===== src/rtl/mc_ctrl_if.sv =====
// Control-unit bundle: IR fields, ALU flag and memory handshake in,
// datapath control fields and status strobes out.
interface mc_ctrl_if;
    logic [5:0] Op;
    logic [5:0] Funct;
    logic       Zero;
    logic       mem_ready;
    logic [3:0] ALUOp;
    logic       ALUSrcA;
    logic [1:0] ALUSrcB;
    logic       ExtOp;
    logic [1:0] RegDst;
    logic [1:0] WDSel;
    logic [1:0] NPCSel;
    logic       PCWrite;
    logic       IRWrite;
    logic       RegWrite;
    logic       mem_re;
    logic       mem_we;
    logic       retire;
    logic       illegal;
    logic [3:0] state;

    modport master (
        input  Op, Funct, Zero, mem_ready,
        output ALUOp, ALUSrcA, ALUSrcB, ExtOp, RegDst, WDSel, NPCSel,
               PCWrite, IRWrite, RegWrite, mem_re, mem_we, retire, illegal, state
    );

    modport slave (
        output Op, Funct, Zero, mem_ready,
        input  ALUOp, ALUSrcA, ALUSrcB, ExtOp, RegDst, WDSel, NPCSel,
               PCWrite, IRWrite, RegWrite, mem_re, mem_we, retire, illegal, state
    );
endinterface


===== src/rtl/mc_ctrl.sv =====
// Multi-cycle MIPS control unit: sequences fetch/decode/execute/memory/writeback
// and decodes datapath control from the current state and IR fields.
module mc_ctrl #(
    parameter bit FETCH_ONLY_RETRY = 1'b1
) (
    input  logic        clk,
    input  logic        reset,
    mc_ctrl_if.master   bus
);

    typedef enum logic [3:0] {
        S_FETCH    = 4'd0,
        S_DECODE   = 4'd1,
        S_EXEC_R   = 4'd2,
        S_EXEC_ORI = 4'd3,
        S_MEMADR   = 4'd4,
        S_MEMRD    = 4'd5,
        S_MEMWB    = 4'd6,
        S_MEMWR    = 4'd7,
        S_WB       = 4'd8,
        S_BRANCH   = 4'd9,
        S_JUMP     = 4'd10,
        S_JR       = 4'd11
    } state_t;

    localparam logic [5:0] OP_RTYPE = 6'b000000;
    localparam logic [5:0] OP_ORI   = 6'b001101;
    localparam logic [5:0] OP_LUI   = 6'b001111;
    localparam logic [5:0] OP_LW    = 6'b100011;
    localparam logic [5:0] OP_SW    = 6'b101011;
    localparam logic [5:0] OP_BEQ   = 6'b000100;
    localparam logic [5:0] OP_J     = 6'b000010;
    localparam logic [5:0] OP_JAL   = 6'b000011;

    localparam logic [5:0] FN_ADDU  = 6'b100001;
    localparam logic [5:0] FN_SUBU  = 6'b100011;
    localparam logic [5:0] FN_AND   = 6'b100100;
    localparam logic [5:0] FN_OR    = 6'b100101;
    localparam logic [5:0] FN_XOR   = 6'b100110;
    localparam logic [5:0] FN_JR    = 6'b001000;

    localparam logic [3:0] ALU_AND = 4'b0000;
    localparam logic [3:0] ALU_OR  = 4'b0001;
    localparam logic [3:0] ALU_ADD = 4'b0010;
    localparam logic [3:0] ALU_SUB = 4'b0011;
    localparam logic [3:0] ALU_XOR = 4'b0101;

    state_t state_q;
    state_t state_d;
    logic   fetch_issued;

    function automatic logic is_r_alu(input logic [5:0] fn);
        return (fn == FN_ADDU) || (fn == FN_SUBU) || (fn == FN_AND) ||
               (fn == FN_OR)   || (fn == FN_XOR);
    endfunction

    function automatic logic [3:0] alu_of_funct(input logic [5:0] fn);
        case (fn)
            FN_SUBU: return ALU_SUB;
            FN_AND:  return ALU_AND;
            FN_OR:   return ALU_OR;
            FN_XOR:  return ALU_XOR;
            default: return ALU_ADD;
        endcase
    endfunction

    function automatic state_t decode_next(input logic [5:0] op, input logic [5:0] fn);
        case (op)
            OP_RTYPE: begin
                if (is_r_alu(fn))     return S_EXEC_R;
                else if (fn == FN_JR) return S_JR;
                else                  return S_FETCH;
            end
            OP_ORI:          return S_EXEC_ORI;
            OP_LUI:          return S_WB;
            OP_LW, OP_SW:    return S_MEMADR;
            OP_BEQ:          return S_BRANCH;
            OP_J, OP_JAL:    return S_JUMP;
            default:         return S_FETCH;
        endcase
    endfunction

    // State register; fetch_issued remembers that the single read pulse went out.
    always_ff @(posedge clk) begin
        if (reset) begin
            state_q      <= S_FETCH;
            fetch_issued <= 1'b0;
        end else begin
            state_q      <= state_d;
            fetch_issued <= (state_q == S_FETCH) && !bus.mem_ready;
        end
    end

    always_comb begin
        state_d = state_q;
        case (state_q)
            S_FETCH:    state_d = bus.mem_ready ? S_DECODE : S_FETCH;
            S_DECODE:   state_d = decode_next(bus.Op, bus.Funct);
            S_EXEC_R:   state_d = S_WB;
            S_EXEC_ORI: state_d = S_WB;
            S_MEMADR:   state_d = (bus.Op == OP_LW) ? S_MEMRD : S_MEMWR;
            S_MEMRD:    state_d = bus.mem_ready ? S_MEMWB : S_MEMRD;
            S_MEMWR:    state_d = bus.mem_ready ? S_FETCH : S_MEMWR;
            default:    state_d = S_FETCH;
        endcase
    end

    always_comb begin
        bus.ALUOp    = ALU_ADD;
        bus.ALUSrcA  = 1'b0;
        bus.ALUSrcB  = 2'd0;
        bus.ExtOp    = 1'b0;
        bus.RegDst   = 2'd0;
        bus.WDSel    = 2'd0;
        bus.NPCSel   = 2'd0;
        bus.PCWrite  = 1'b0;
        bus.IRWrite  = 1'b0;
        bus.RegWrite = 1'b0;
        bus.mem_re   = 1'b0;
        bus.mem_we   = 1'b0;
        bus.retire   = 1'b0;
        bus.illegal  = 1'b0;
        case (state_q)
            S_FETCH: begin
                bus.mem_re  = FETCH_ONLY_RETRY ? 1'b1 : !fetch_issued;
                bus.ALUSrcB = 2'd1;
                bus.IRWrite = bus.mem_ready;
                bus.PCWrite = bus.mem_ready;
            end
            // PC already holds PC+4, so PC + (sext(imm)<<2) is the branch target.
            S_DECODE: begin
                bus.ALUSrcB = 2'd3;
                bus.ExtOp   = 1'b1;
                bus.illegal = (decode_next(bus.Op, bus.Funct) == S_FETCH);
            end
            S_EXEC_R: begin
                bus.ALUSrcA = 1'b1;
                bus.ALUOp   = alu_of_funct(bus.Funct);
            end
            S_EXEC_ORI: begin
                bus.ALUSrcA = 1'b1;
                bus.ALUSrcB = 2'd2;
                bus.ALUOp   = ALU_OR;
            end
            S_WB: begin
                bus.RegWrite = 1'b1;
                bus.retire   = 1'b1;
                if (bus.Op == OP_RTYPE)    bus.RegDst = 2'd1;
                else if (bus.Op == OP_LUI) bus.WDSel  = 2'd2;
            end
            S_MEMADR: begin
                bus.ALUSrcA = 1'b1;
                bus.ALUSrcB = 2'd2;
                bus.ExtOp   = 1'b1;
            end
            S_MEMRD: bus.mem_re = 1'b1;
            S_MEMWB: begin
                bus.RegWrite = 1'b1;
                bus.WDSel    = 2'd1;
                bus.retire   = 1'b1;
            end
            S_MEMWR: begin
                bus.mem_we = 1'b1;
                bus.retire = bus.mem_ready;
            end
            S_BRANCH: begin
                bus.ALUSrcA = 1'b1;
                bus.ALUOp   = ALU_SUB;
                bus.NPCSel  = 2'd1;
                bus.PCWrite = bus.Zero;
                bus.retire  = 1'b1;
            end
            S_JUMP: begin
                bus.NPCSel  = 2'd2;
                bus.PCWrite = 1'b1;
                bus.retire  = 1'b1;
                if (bus.Op == OP_JAL) begin
                    bus.RegWrite = 1'b1;
                    bus.RegDst   = 2'd2;
                    bus.WDSel    = 2'd3;
                end
            end
            S_JR: begin
                bus.NPCSel  = 2'd3;
                bus.PCWrite = 1'b1;
                bus.retire  = 1'b1;
            end
            default: ;
        endcase
        // Reset abandons the current instruction: no side effects this cycle.
        if (reset) begin
            bus.PCWrite  = 1'b0;
            bus.IRWrite  = 1'b0;
            bus.RegWrite = 1'b0;
            bus.mem_re   = 1'b0;
            bus.mem_we   = 1'b0;
            bus.retire   = 1'b0;
            bus.illegal  = 1'b0;
        end
    end

    assign bus.state = state_q;

endmodule

===== src/flat_wrapper.sv =====
// flat-port wrapper written by rule: the top's interface ports become plain ports
module mc_ctrl_flat 
#(
    parameter bit FETCH_ONLY_RETRY = 1'b1
)
  (clk, reset, bus_Op, bus_Funct, bus_Zero, bus_mem_ready, bus_ALUOp, bus_ALUSrcA, bus_ALUSrcB, bus_ExtOp, bus_RegDst, bus_WDSel, bus_NPCSel, bus_PCWrite, bus_IRWrite, bus_RegWrite, bus_mem_re, bus_mem_we, bus_retire, bus_illegal, bus_state);
  mc_ctrl_if bus_i ();
  input  logic clk;
  input  logic reset;
  input wire logic [$bits(bus_i.Op)-1:0] bus_Op;
  input wire logic [$bits(bus_i.Funct)-1:0] bus_Funct;
  input wire logic [$bits(bus_i.Zero)-1:0] bus_Zero;
  input wire logic [$bits(bus_i.mem_ready)-1:0] bus_mem_ready;
  output wire logic [$bits(bus_i.ALUOp)-1:0] bus_ALUOp;
  output wire logic [$bits(bus_i.ALUSrcA)-1:0] bus_ALUSrcA;
  output wire logic [$bits(bus_i.ALUSrcB)-1:0] bus_ALUSrcB;
  output wire logic [$bits(bus_i.ExtOp)-1:0] bus_ExtOp;
  output wire logic [$bits(bus_i.RegDst)-1:0] bus_RegDst;
  output wire logic [$bits(bus_i.WDSel)-1:0] bus_WDSel;
  output wire logic [$bits(bus_i.NPCSel)-1:0] bus_NPCSel;
  output wire logic [$bits(bus_i.PCWrite)-1:0] bus_PCWrite;
  output wire logic [$bits(bus_i.IRWrite)-1:0] bus_IRWrite;
  output wire logic [$bits(bus_i.RegWrite)-1:0] bus_RegWrite;
  output wire logic [$bits(bus_i.mem_re)-1:0] bus_mem_re;
  output wire logic [$bits(bus_i.mem_we)-1:0] bus_mem_we;
  output wire logic [$bits(bus_i.retire)-1:0] bus_retire;
  output wire logic [$bits(bus_i.illegal)-1:0] bus_illegal;
  output wire logic [$bits(bus_i.state)-1:0] bus_state;
  assign bus_i.Op = bus_Op;
  assign bus_i.Funct = bus_Funct;
  assign bus_i.Zero = bus_Zero;
  assign bus_i.mem_ready = bus_mem_ready;
  assign bus_ALUOp = bus_i.ALUOp;
  assign bus_ALUSrcA = bus_i.ALUSrcA;
  assign bus_ALUSrcB = bus_i.ALUSrcB;
  assign bus_ExtOp = bus_i.ExtOp;
  assign bus_RegDst = bus_i.RegDst;
  assign bus_WDSel = bus_i.WDSel;
  assign bus_NPCSel = bus_i.NPCSel;
  assign bus_PCWrite = bus_i.PCWrite;
  assign bus_IRWrite = bus_i.IRWrite;
  assign bus_RegWrite = bus_i.RegWrite;
  assign bus_mem_re = bus_i.mem_re;
  assign bus_mem_we = bus_i.mem_we;
  assign bus_retire = bus_i.retire;
  assign bus_illegal = bus_i.illegal;
  assign bus_state = bus_i.state;
  mc_ctrl #(.FETCH_ONLY_RETRY(FETCH_ONLY_RETRY)) u_core (.clk(clk), .reset(reset), .bus(bus_i));
endmodule

===== config.mk =====
export PLATFORM = sky130hd
export DESIGN_NAME = mc_ctrl_flat
export DESIGN_NICKNAME = d
export VERILOG_FILES = /design/src/rtl/mc_ctrl_if.sv /design/src/rtl/mc_ctrl.sv /design/src/flat_wrapper.sv
export SDC_FILE = /design/constraint.sdc
export NUM_CORES = 1
export LEC_CHECK = 0
export BUFFER_PORTS_ARGS = -buffer_cell sky130_fd_sc_hd__buf_2
export CORE_ASPECT_RATIO = 0.75
export CORE_MARGIN = 3
export CORE_UTILIZATION = 30
export DETAILED_ROUTE_END_ITERATION = 10
export GPL_TIMING_DRIVEN = 0
export PLACE_DENSITY = 0.64
export SETUP_SLACK_MARGIN = 0.3
export SLEW_MARGIN = 30
export SYNTH_ARGS = -nofsm -noshare
export SYNTH_HDL_FRONTEND = slang
export SYNTH_SLANG_ARGS = --single-unit

===== constraint.sdc =====
create_clock -name clk -period 1.7 [get_ports clk]
set_input_delay 0.085 -clock clk [delete_from_list [all_inputs] [get_ports clk]]
set_output_delay 0.085 -clock clk [all_outputs]
set_load 0.01 [all_outputs]

; ---- Word level (Yosys, flattened, before mapping)
; Index checks and enable logic that the tools add are counted.
[totals]
wordCells = 79
input_bits = 16
reg_bits = 4
out_inout_bits = 25
[op_classes]
n_reduce_logical = 17
muxes = 37
eq_ne = 24
[ops]
columns = cell, n
row1 = 4-bit one-hot mux with 6 select lines, 2
row2 = "6-bit equality test, second input constant", 7
row3 = "6-bit by 4-bit equality test with 1-bit output, second input constant", 3
row4 = 2-bit one-hot mux with 3 select lines, 3
row5 = "4-bit by 3-bit equality test with 1-bit output, second input constant", 4
row6 = "4-bit equality test, second input constant", 4
row7 = 1-bit 2-to-1 mux, 16
row8 = 2-bit OR reduction, 8
row9 = "6-bit by 2-bit equality test with 1-bit output, second input constant", 2
row10 = 2-bit 2-to-1 mux, 6
row11 = 4-bit 2-to-1 mux, 3
row12 = 3-bit one-hot mux with 4 select lines, 1
row13 = 4-bit one-hot mux with 3 select lines, 1
row14 = "4-bit by 2-bit equality test with 1-bit output, second input constant", 2
row15 = 4-bit zero test, 2
row16 = "6-bit by 3-bit equality test with 1-bit output, second input constant", 1
row17 = 6-bit zero test, 1
row18 = 5-bit OR reduction, 1
row19 = "4-bit by 1-bit equality test with 1-bit output, second input constant", 1
row20 = 1-bit logical OR, 4
row21 = 1-bit one-hot mux with 2 select lines, 2
row22 = 2-bit one-hot mux with 2 select lines, 1
row23 = 4-bit OR reduction, 1
row24 = 3-bit 2-to-1 mux, 1
row25 = 1-bit one-hot mux with 3 select lines, 1

; ---- Depth between registers and ports, before layout
[depth]
depth_word = 11
mapped_depth = 5

; ---- Worst setup path before layout
; Ideal clock, no wire load.
[synth_timing]
path_type = register -> output
start = reg u_core.state_q[3] (netlist: u_core.bus.state[3])
end = out bus_RegWrite
stages_incl_launch_ff = 5
slack_ns = -0.034
required_time_ns = 1.615
arrival_time_ns = 1.649
path_cell_list = dfxtp_1 nor2b_1 nand4_1 nor4_1 o21ba_2
[synth_via]
elab_chain_cells = 4
[synth_rtl]
columns = item, line
row1 = from (decl), mc_ctrl.sv:48  ; state_t state_q;
row2 = from (signal assigned), mc_ctrl.sv:89  ; state_q <= state_d;
row3 = 4-bit by 3-bit equality test with 1-bit output or 4-bit equality test (tied branches), mc_ctrl.sv:123  ; case (state_q)
row4 = 2-bit OR reduction (no line), n/a
row5 = 1-bit one-hot mux with 2 select lines *, mc_ctrl.sv:123
row6 = 1-bit 2-to-1 mux *, mc_ctrl.sv:191  ; if (reset) begin
row7 = to (decl), flat_wrapper.sv:23  ; output wire logic [$bits(bus_i.RegWrite)-1:0] bus_RegWrite;
; Mark *: on every way between the ends. The rest lies on a longest branch, timed or not.

; ---- Worst setup path in the final report
[layout_timing]
start = reg u_core.state_q[2] (netlist: u_core.bus.state[2])
end = reg u_core.state_q[0] (netlist: u_core.bus.state[0])
[layout_via]
elab_chain_cells = 3
[layout_rtl]
columns = item, line
row1 = "4-bit by 2-bit equality test with 1-bit output, on equally long branches", n/a
row2 = 2-bit OR reduction (no line), n/a
row3 = 4-bit one-hot mux with 6 select lines *, mc_ctrl.sv:96  ; case (state_q)
; Marked as above.
; A chain may end at the register's enable or synchronous reset.

==> qor.yml <==
status: "complete, but fails checks"
failed_checks: "negative setup slack"
worst-path-buf-inv: 0
h_tree_depth: 1
max-vdd-ir-drop_mv: 0.254
sequential_area_share_after_synthesis_pct: 11.2
switching_share_pct: 36.5
clock-root-buffer: "clkbuf_4"
detail_route.wl_per_cell_um: 15.2
routed_wl_mm: 2.94
place.port_buffers: 35
fp.dieArea_um2: 3000
maxcap_viol_count: 0
hpwlAfterDp_mm: 1.84
clockPowerShare_pct: 29.4
min_hold_slack_ns: 0.0859
total_number_of_vias: 1071
antenna_left: 0
synth-async-reset-ratio_pct: 0
floorplan.rows: 14
powerDensity_nw_per_um2: 301
clock_insertion_delay_at_the_later_pin_of_the_skew_report_ns: 0.23
average_cell_area_after_synthesis_um2: 6.48
drive_above_1_share_pct: 56.2
post-route-period-util_pct: 101
drt_iter0_drc: 48
core_um2: 2120
die_w_um: 62.3
report.final.setup_viol: 1
critPathKind: "reg -> reg"
postSynthCellCount: 110
slew-limit-headroom_pct: 61.2
crit_required_ns: 1.86
cp_cell_sequence: "or3_4 > or3_4 > or4_4 > o21ai_2"
unrepaired_setup_endpoints_after_global_routing: "yes"
cts-root-to-sink-buffers: 2
place_ws_ns: -0.0674
cp_max_fo: 3
worst_path_dominant_cell_family: "simple AND/OR/NAND/NOR gates"
sequentialPowerShare_pct: 26.0
synth_flop_cell: "dfxtp_1"
gr-usage-all-layers_pct: 18.6
power.total_w: 0.000398
finalWorstPathRequiredPeriod_ns: 1.71
grt_overflow_total: 0
ys_types: 45
critPathCaptureType: "flip-flop"
antenna-diode-count: 0
layout_common_cells: "buf_2 (32), buf_6 (12), nor2_1 (11)"
first_global_vias: 946
total_of_flip_flops_plus_latches_after_synthesis: 4
globalplace.congestion: 0.795
cts.sinks: 4
ff2ff_setup_slack_ns: -0.01
fmaxAchievable_mhz: 584
grt_pass1_wl_mm: 4.41
worstSetupStartpointType: "flip-flop"
netSwitchingPower_w: 0.000146
drt-vias-per-instance: 5.52
layout.cells.most_common: "buf_2"
finalNetCount: 180
crit_top_cell: "or3_4"
fin_skew_ns: 0.00175
tritoncts_buffers: 3
hold_start: "reset"
effective_utilization_at_floorplan_pct: 33.6
io-pin-count: 41
antenna_violations_before_repair: 0
reg2reg_from: "u_core.bus.state[2]"
hold_depth: 2
mappedNetlistNets: 126
worst_path_setup_slack_after_routing_ns: -0.0134
post_synth_edffs: 0
r2r_end: "u_core.bus.state[0]"
cell_leakage_power_nw: 0.601
power.combinational.fraction_pct: 44.6
max_stage_delay_on_crit_path_ns: 0.43
die_height_um: 48.2
final_core_utilization_pct: 62.5
mappedNetlistArea_um2: 713
drc: 0
flow.area_growth_from_synthesis_pct: 85.6
arrival_ns: 1.87
tritoncts: "yes"
p_int_w: 0.000253
ff2ff_path_depth: 4
largest_register_ff_count: 4
cpMaxStageDelayCell: "or4_4"
holdPathEnd: "u_core.bus.state[2]"
synth_warnings: 0
worst_pin_slew_ns: 0.575
final-hold-violation-count: 0
hp-class: "in -> reg"
largest_net_degree_at_the_start_of_global_routing: 11
fin_setup_tns_ns: -0.0134
final-max-slew-violation-count: 0
path_clk_slew_ns: 0.04
iteration_count_of_the_initial_detailed_routing_pass: 4
## what timing repair did
item,in CTS,in global routing
endpoints found under the setup margin,22,21
pin swaps,7,7
setup buffers,8,6
gates resized for setup,37,29
hold buffers,0,0
## synth_stat cells, types with 2 or more instances
library cell  instances  area [um2]
o21a_1                2        15.0
xnor2_1               2        17.5
nor4_1                2        12.5
o21bai_1              2        15.0
a211oi_1              2        15.0
mux2i_1               3        30.0
o21ai_0               5        25.0
inv_1                 4        15.0
a21oi_1               6        30.0
and3_1                2        12.5
nand2_1               7        26.3
buf_6                 2        22.5
nor3_1               10        50.1
or3_1                 2        12.5
dfxtp_1               4        80.1
nor2b_1               3        18.8
clkbuf_1              5        18.8
nor3b_1               2        15.0
nand3_1               2        10.0
o211ai_1              2        15.0
nor2_1               13        48.8
nand3b_1              3        22.5
a31oi_1               2        12.5
nand4_1               2        12.5
## layer usage
metal	up-vias	global-route usage [%]	share of wire, %
li1	511	-	-
met4	0	7.89	2.0
met2	51	29.9	46
met3	8	3.46	6.9
met5	-	0	0
met1	501	25.3	45
## logic make-up after synthesis
family	share of synthesized area [%]
compound gates	28.2
xor+xnor	3.68
buf+inv	10.3
flops	11.2
mux	4.21
other cells	0.526
simple gates	41.8
## area by class of cell
type	count	area, um2
buffer	10	100
clock buffer	3	22.5
fill	178	796
inverter	4	15.0
multi-input combinational	92	732
sequential	4	90.1
tap	32	40.0
timing repair buffer	49	324
## power by group through the flow
stage	combinational (W)	sequential (W)	clock, W
floorplan	0.0000838	0.000102	0
CTS	0.000151	0.000100	0.000124
global placement	0.000133	0.000102	0
detailed placement	0.000134	0.000102	0
global route	0.000192	0.000104	0.000128
finish	0.000178	0.000104	0.000117
## through the flow
stage / std cells / area, um2
after floorplan: 110 / 731
after global placement: 177 / 946
after detailed placement: 177 / 946
after CTS: 188 / 1160
after global routing: 194 / 1320
final: 194 / 1320
## how the worst max path moves through the flow
stage               cells after the start  slack, ns             endpoint                 from
floorplan                               4       0.12  u_core.bus.state[0]  u_core.bus.state[2]
global placement                        5      -0.01          bus_illegal  u_core.bus.state[2]
detailed placement                      5      -0.07         bus_WDSel[0]  u_core.bus.state[3]
CTS                                     4       0.03  u_core.bus.state[0]  u_core.bus.state[2]
global route                            4      -0.06  u_core.bus.state[0]  u_core.bus.state[2]
finish                                  4      -0.01  u_core.bus.state[0]  u_core.bus.state[2]
Note: power is estimated with default switching activity, not from simulation.
